`src/rtl/ms_timer_pkg.sv`:
```
// rtl/ms_timer_pkg.sv - shared state encoding for the millisecond countdown timer
package ms_timer_pkg;

  typedef enum logic [1:0] {
    IDLE   = 2'd0,
    RUN    = 2'd1,
    PAUSE  = 2'd2,
    EXPIRE = 2'd3
  } state_t;

endpackage

```
`src/rtl/ms_timer_if.sv`:
```
// rtl/ms_timer_if.sv - control/status bundle between a timer client and ms_timer
interface ms_timer_if #(
  parameter int WIDTH = 16
);
  logic             tic;
  logic             load_en;
  logic [WIDTH-1:0] load_val;
  logic             start;
  logic             pause;
  logic [WIDTH-1:0] remaining;
  logic             busy;
  logic             done;

  modport master (
    output tic, load_en, load_val, start, pause,
    input  remaining, busy, done
  );

  modport slave (
    input  tic, load_en, load_val, start, pause,
    output remaining, busy, done
  );
endinterface

```
`src/rtl/ms_timer.sv`:
```
// rtl/ms_timer.sv - one-shot/periodic millisecond countdown timer driven by an external 1 ms strobe
module ms_timer
  import ms_timer_pkg::*;
#(
  parameter int WIDTH       = 16,
  parameter bit AUTO_RELOAD = 1'b0
) (
  input  logic       clk,
  input  logic       rst,
  ms_timer_if.slave  bus
);

  state_t           state_q, state_d;
  logic [WIDTH-1:0] rem_q, rem_d;
  logic [WIDTH-1:0] reload_q, reload_d;

  always_ff @(posedge clk) begin
    if (rst) begin
      state_q  <= IDLE;
      rem_q    <= '0;
      reload_q <= '0;
    end else begin
      state_q  <= state_d;
      rem_q    <= rem_d;
      reload_q <= reload_d;
    end
  end

  always_comb begin
    state_d  = state_q;
    rem_d    = rem_q;
    reload_d = reload_q;
    if (bus.load_en) begin
      rem_d    = bus.load_val;
      reload_d = bus.load_val;
      state_d  = IDLE;
    end else begin
      unique case (state_q)
        IDLE: begin
          if (bus.start && (rem_q != '0)) state_d = RUN;
        end
        RUN: begin
          // start is meaningless here, so pause and tic are evaluated as if it were absent
          if (bus.pause) begin
            state_d = PAUSE;
          end else if (bus.tic) begin
            if (rem_q > WIDTH'(1)) begin
              rem_d = rem_q - WIDTH'(1);
            end else begin
              rem_d   = '0;
              state_d = EXPIRE;
            end
          end
        end
        PAUSE: begin
          if (bus.start) state_d = RUN;
        end
        EXPIRE: begin
          if (AUTO_RELOAD && (reload_q != '0)) begin
            rem_d   = reload_q;
            state_d = RUN;
          end else begin
            rem_d   = '0;
            state_d = IDLE;
          end
        end
        default: state_d = IDLE;
      endcase
    end
  end

  // A periodic timer is still considered busy during its one-cycle expiry
  assign bus.remaining = rem_q;
  assign bus.done      = (state_q == EXPIRE);
  assign bus.busy      = (state_q == RUN) || (state_q == PAUSE) ||
                         (AUTO_RELOAD && (state_q == EXPIRE));

endmodule

```
`src/flat_wrapper.sv`:
```
// flat-port wrapper written by rule: the top's interface ports become plain ports
module ms_timer_flat import ms_timer_pkg::*;
#(
  parameter int WIDTH       = 16,
  parameter bit AUTO_RELOAD = 1'b0
)
  (clk, rst, bus_tic, bus_load_en, bus_load_val, bus_start, bus_pause, bus_remaining, bus_busy, bus_done);
  ms_timer_if #(.WIDTH(WIDTH)) bus_i ();
  input  logic clk;
  input  logic rst;
  input wire logic [$bits(bus_i.tic)-1:0] bus_tic;
  input wire logic [$bits(bus_i.load_en)-1:0] bus_load_en;
  input wire logic [$bits(bus_i.load_val)-1:0] bus_load_val;
  input wire logic [$bits(bus_i.start)-1:0] bus_start;
  input wire logic [$bits(bus_i.pause)-1:0] bus_pause;
  output wire logic [$bits(bus_i.remaining)-1:0] bus_remaining;
  output wire logic [$bits(bus_i.busy)-1:0] bus_busy;
  output wire logic [$bits(bus_i.done)-1:0] bus_done;
  assign bus_i.tic = bus_tic;
  assign bus_i.load_en = bus_load_en;
  assign bus_i.load_val = bus_load_val;
  assign bus_i.start = bus_start;
  assign bus_i.pause = bus_pause;
  assign bus_remaining = bus_i.remaining;
  assign bus_busy = bus_i.busy;
  assign bus_done = bus_i.done;
  ms_timer #(.WIDTH(WIDTH), .AUTO_RELOAD(AUTO_RELOAD)) u_core (.clk(clk), .rst(rst), .bus(bus_i));
endmodule
```
`config.mk`:
```
export PLATFORM = sky130hd
export DESIGN_NAME = ms_timer_flat
export DESIGN_NICKNAME = d
export VERILOG_FILES = /design/src/rtl/ms_timer_pkg.sv /design/src/rtl/ms_timer_if.sv /design/src/rtl/ms_timer.sv /design/src/flat_wrapper.sv
export SDC_FILE = /design/constraint.sdc
export NUM_CORES = 1
export LEC_CHECK = 0
export ABC_AREA = 1
export BUFFER_PORTS_ARGS = -buffer_cell sky130_fd_sc_hd__buf_2
export CAP_MARGIN = 0
export CORE_MARGIN = 1.5
export CORE_UTILIZATION = 53
export CTS_BUF_LIST = sky130_fd_sc_hd__clkbuf_8
export DETAILED_ROUTE_END_ITERATION = 10
export PLACE_DENSITY = 0.82
export SLEW_MARGIN = 10
export SYNTH_ARGS = -nofsm -noshare
export SYNTH_HDL_FRONTEND = slang
export SYNTH_SLANG_ARGS = --single-unit
```
`constraint.sdc`:
```
create_clock -name clk -period 1.76 [get_ports clk]
set_input_delay 0.352 -clock clk [delete_from_list [all_inputs] [get_ports clk]]
set_output_delay 0.352 -clock clk [all_outputs]
set_load 0.1 [all_outputs]
```
======== Word level (Yosys, flattened, before mapping) ========
Index checks and enable logic that the tools add are counted.
storage, ports and cells
  logic and storage cells ................. 32
  register bits ........................... 18
operators by class
  muxes and demuxes ....................... 11
  reduce and logical (&&, ||, !) cells .... 8
  add/subtract/negate cells ............... 1
  magnitude comparators ................... 1
  equality and inequality tests ........... 9
operator list
  kind                                                    number
  2-to-1 mux 16 bit                                       4
  case mux 16 bit (2 select lines)                        1
  > comparator 16 x 1 -> 1 bit (second input constant)    1
  nonzero test 16 bit                                     1
  subtractor 16 x 1 -> 16 bit (second input constant)     1
  inequality test 3 bit (second input constant)           4
  2-to-1 mux 2 bit                                        5
  case mux 2 bit (4 select lines)                         1
  == test 2 bit (second input constant)                   2
  AND reduction 4 bit                                     1
  AND reduction 3 bit                                     1
  nonzero test 3 bit                                      1
  == test 2 x 1 -> 1 bit (second input constant)          1
  zero test 2 bit                                         1
  inequality test 2 x 1 -> 1 bit (second input constant)  1
  inequality test 2 bit (second input constant)           1
  OR reduction 2 bit                                      1
  logical AND 1 bit                                       1
  logical OR 1 bit                                        1

======== Logic depth before layout (Yosys ltp) ========
  depth in word-level cells ............... 6
  mapped depth ............................ 10
  depth with buffers taken out ............ 10

======== Worst setup path before layout ========
No wires, ideal clock.
  path type ............................... register to register
  start point ............................. register u_core.rem_q[0] (netlist: u_core.bus.remaining[0])
  end point ............................... register u_core.rem_q[6] (netlist: u_core.bus.remaining[6])
  data required time ...................... 1.691 ns
  arrival time ............................ 2.147 ns
  cell stages (with the launch flop) ...... 11
  setup time .............................. 0.069 ns
  slack ................................... -0.456 ns
  period minus slack after synthesis ...... 2.216 ns
  cell sequence ........................... dfxtp_1 inv_1 ha_1 inv_1 nand2_1 nand2_1 nor2_2 a21oi_4 buf_6 nand2_1 a21oi_2
between the ends
  word-level cells in the longest chain between the ends .. 6
RTL lines
  item                                                                                line                            RTL
  start, declared                                                                     ms_timer.sv:14                  logic [WIDTH-1:0] rem_q, rem_d;
  start signal, assigned                                                              ms_timer.sv:24                  rem_q <= rem_d;
  subtractor 16 x 1 -> 16 bit / > comparator 16 x 1 -> 1 bit (equally long branches)  ms_timer.sv:48, ms_timer.sv:47
  2-to-1 mux 16 bit (*)                                                               ms_timer.sv:47                  if (rem_q > WIDTH'(1)) begin
  2-to-1 mux 16 bit (*)                                                               ms_timer.sv:46                  end else if (bus.tic) begin
  2-to-1 mux 16 bit (*)                                                               ms_timer.sv:44                  if (bus.pause) begin
  case mux 16 bit (2 select lines) (*)                                                ms_timer.sv:38                  unique case (state_q)
  2-to-1 mux 16 bit (*)                                                               ms_timer.sv:33                  if (bus.load_en) begin
Every way passes the cells marked *; elsewhere a longest branch is shown, timed or not. The select of a mux whose other input is x is not followed.
A chain may end at the register's enable or synchronous reset.

======== Final worst setup path ========
  start point ............................. register u_core.state_q[0]
  end point ............................... output bus_done
between the ends
  word-level cells in the longest chain between the ends .. 1
RTL lines
  item                    line                RTL
  start, declared         ms_timer.sv:13      state_t state_q, state_d;
  start signal, assigned  ms_timer.sv:23      state_q <= state_d;
  == test 2 bit           ms_timer.sv:74      assign bus.done = (state_q == EXPIRE);
  end, declared           flat_wrapper.sv:18  output wire logic [$bits(bus_i.done)-1:0] bus_done;
No other way between the ends.

==> metrics.csv <==
stage,metric,value,unit
cells_and_area,Final #Nets,278,
place,GP Congestion,0.837,
worst_setup_path,Worst EP arrival,1.28,ns
cells_and_area,Finished Layout Cells,279,
timing,setup violators final,0,
clock_network,clk buf depth,2,
cells_and_area,share of layout cells above drive strength 1,0.353,
logic_synthesis,Synth top cells by count,"nand2_1 (61), a21oi_1 (25), nor2_1 (21), dfxtp_1 (18), o21ai_0 (17)",
global_route,GRT Overall Usage,0.249,
logic_synthesis,largest family of logic cells by synthesized area,simple AND/OR/NAND/NOR gates,
timing,final setup TNS,0,ns
worst_setup_path,crit path max-delay cell type,buf_2,
clock_network,CTS root buf,clkbuf_8,
clock_network,CTS sink cnt,18,
drt,total number of vias,1479,
logic_synthesis,Post-synth top flop,dfxtp_1,
timing,Worst-Margin Slew,0.503,ns
flow_run,MaxCap Viol Count,0,
global_route,met1 Track Usage GR,0.340,
drt,drc violations,0,
logic_synthesis,most common cell in the netlist,nand2_1,
logic_synthesis,Synth area leader,dfxtp_1,
worst_setup_path,Setup crit end kind,output pin,
worst_setup_path,CP Cell Sequence,ha_2 -> buf_2,
clock_network,post-cts sizing count,0,
clock_network,CTS buffer count,3,
place,Post-DP HPWL,2430,µm
power_and_ir_drop,Clk pwr share,0.223,
power_and_ir_drop,Lkg Pwr,0.805,nW
power_and_ir_drop,Comb power frac,0.456,
logic_synthesis,Synth Warn #,0,
floorplan,cell row count,18,
logic_synthesis,Synth Area in Adders,0.0550,
logic_synthesis,multiplexer area fraction after synthesis,0,
global_route,first-pass GRT wire length,5270,µm
floorplan,full die area,0.00289,mm²
worst_setup_path,WP buf/inv,1,
timing,period utilization,0.928,
global_route,GRT overflow,0,
global_route,met3 Use GR,0.0306,
worst_setup_path,CP required,1.41,ns
logic_synthesis,mapped cell area,0.00137,mm²
worst_hold_path,hold crit path type,in2reg,
logic_synthesis,Synth Area in Compound Gates,0.241,
drt,DR pass1 iterations,4,
outcome,outcome,"finished, final reports clean",
global_route,GRT Max-Usage Layer,met2,
logic_synthesis,fraction of the mapped netlist area in simple logic gates,0.342,
worst_setup_path,Crit path max-delay family,buffers and inverters,
power_and_ir_drop,Pint,0.836,mW
global_route,vias in the first global route,1244,
drt,First DRT Iteration DRCs,43,
clock_network,CTS Hold Buffers Added,0,
logic_synthesis,register bit total from synthesis,18,
global_route,initial antenna violation count,0,
power_and_ir_drop,total chip power,1.56,mW
drt,Routed WL,3400,µm
logic_synthesis,Syn Area/Cell,6.56,µm²
timing,Final Hold Slack,0.378,ns
power_and_ir_drop,Peak VDD IR,672,µV
logic_synthesis,synth top area cells,"dfxtp_1 (26%), nand2_1 (17%), a21oi_1 (9.2%)",
power_and_ir_drop,Switching Share,0.464,
drt,Routed WL per cell,12.2,µm
place,Port Buffers,39,
timing,max frequency,0.612,GHz
logic_synthesis,"EDFF count, synth",0,
power_and_ir_drop,P_sw,0.723,mW
clock_network,clock transition at the registers of the reported paths,0.07,ns
clock_network,TritonCTS clock tree,done,
worst_setup_path,CP startpoint kind,register,
clock_network,post-CTS setup repair buffer count,0,
timing,skew final,0.00670,ns
place,placed instance count,275,
floorplan,DIE WIDTH,53.8,µm
global_route,met2 usage,0.415,
global_route,largest net degree at the start of global routing,17,
logic_synthesis,"Async S/R FF share, synth",0,
timing,RSZ-0062 raised after global routing,no,
worst_setup_path,crit path kind,reg2out,
timing,max_slew headroom,0.667,
timing,Final Hold Viols,0,
cells_and_area,Layout area overhead,23.4,%
cells_and_area,fill cell count,224,
clock_network,H-tree depth,1,
logic_synthesis,library cells used by synthesis,24,
power_and_ir_drop,pwr/cell area,926,mW/mm²
worst_setup_path,Crit path largest cell delay,0.43,ns
floorplan,die height,53.8,µm
worst_setup_path,Max Fanout on Critical Path,4,
timing,minimum clock period,1.63,ns
logic_synthesis,sequential share of the synthesized area,0.264,
logic_synthesis,XOR/XNOR share of the synthesized area,0.0321,
logic_synthesis,Mapped Cells,208,
logic_synthesis,post-synthesis net count,236,
cells_and_area,Storage cell area,385,µm²
power_and_ir_drop,sequential power share,0.321,
drt,vias per cell,5.30,
cells_and_area,area of the multi-input gates,917,µm²
drt,DRT antenna net count,0,
timing,Max Slew Vio Count,0,
logic_synthesis,Synth top area share,0.264,
floorplan,CORE AREA,0.00245,mm²
clock_network,Skew-Pair Late Insertion Delay,0.26,ns
floorplan,Starting Density,0.556,
floorplan,Top Ports,40,
cells_and_area,ANT cells,0,
worst paths after layout:
| kind | start | to | slack, ns | cells past startpoint |
|---|---|---|---|---|
| worst max register to register | u_core.bus.remaining[0] | u_core.bus.remaining[7] | 0.18 | 10 |
| worst min register to register | u_core.state_q[1] | u_core.state_q[1] | 0.53 | 2 |
| worst min-delay path | rst | u_core.state_q[1] | 0.38 | 4 |
| worst max-delay path | u_core.state_q[0] | bus_done | 0.13 | 2 |
stage by stage:
stage	area [µm²]	util	setup slack [ns]
6_report	1680	0.686	0.126
5_1_grt	1680	0.686	0.0386
4_1_cts	1680	0.686	0.126
3_5_place_dp	1630	0.664	0.222
3_3_place_gp	1630	0.664	0.269
2_1_floorplan	1390	-	0.0331
registers in the layout (all words and copies together), names as in the netlist:
register              count
u_core.bus.remaining     16
u_core.state_q            2
power groups by stage:
stage	clock [mW]	combinational, mW	sequential [mW]
after floorplan	0	0.341	0.738
after global placement	0	0.696	0.507
after detailed placement	0	0.705	0.508
after CTS	0.351	0.710	0.499
after global routing	0.367	0.766	0.507
final	0.348	0.711	0.500
placed cells by master, fill, tap and decap left out:
cell type  Yosys  final
nand2_1       61     61
buf_2          3     38
a21oi_1       25     25
nor2_1        21     21
o21ai_0       17     17
dfxtp_2        0     14
inv_1         12     12
a21oi_2       10     10
nand3b_1       6      6
nor2_2         5      5
ha_1           6      5
xor2_1         4      4
nand3_1        4      4
clkbuf_8       0      4
buf_4          0      4
nand2_2        3      3
nor2_4         2      2
o21bai_1       2      2
dfxtp_4        0      2
dfxtp_1       18      2
or2_4          1      1
a21oi_4        1      1
inv_2          1      1
or2_2          1      1
xnor2_1        1      1
and2_1         1      1
ha_2           0      1
buf_12         0      1
area by class of cell:
class	instances	share of cell area
multi-input cells	171	0.545
flip-flops and latches	18	0.229
repair buffers	43	0.143
clock buffers	4	0.0327
inverters	13	0.0290
well taps	30	0.0223
cell families after synthesis:
family / after synthesis
and+or+nand+nor: 105
AOI/OAI and AO/OA: 55
buffers and inverters: 19
DFF: 18
adders and majority gates: 6
xor gates and xnor gates: 5
worst min-delay path, delay by kind of cell:
kind,cells,cell delay [ns]
AO/OA/AOI/OAI,1,0.04
AND/OR/NAND/NOR,2,0.11
buffers and inverters,1,0.09
per-layer routing:
layer | wire length (µm) | share of wire
met1 | 1580 | 0.46
met2 | 1590 | 0.47
met3 | 219 | 0.064
met4 | 14 | 0.0041
met5 | 0 | 0
Power figures use the tool's default switching activity.
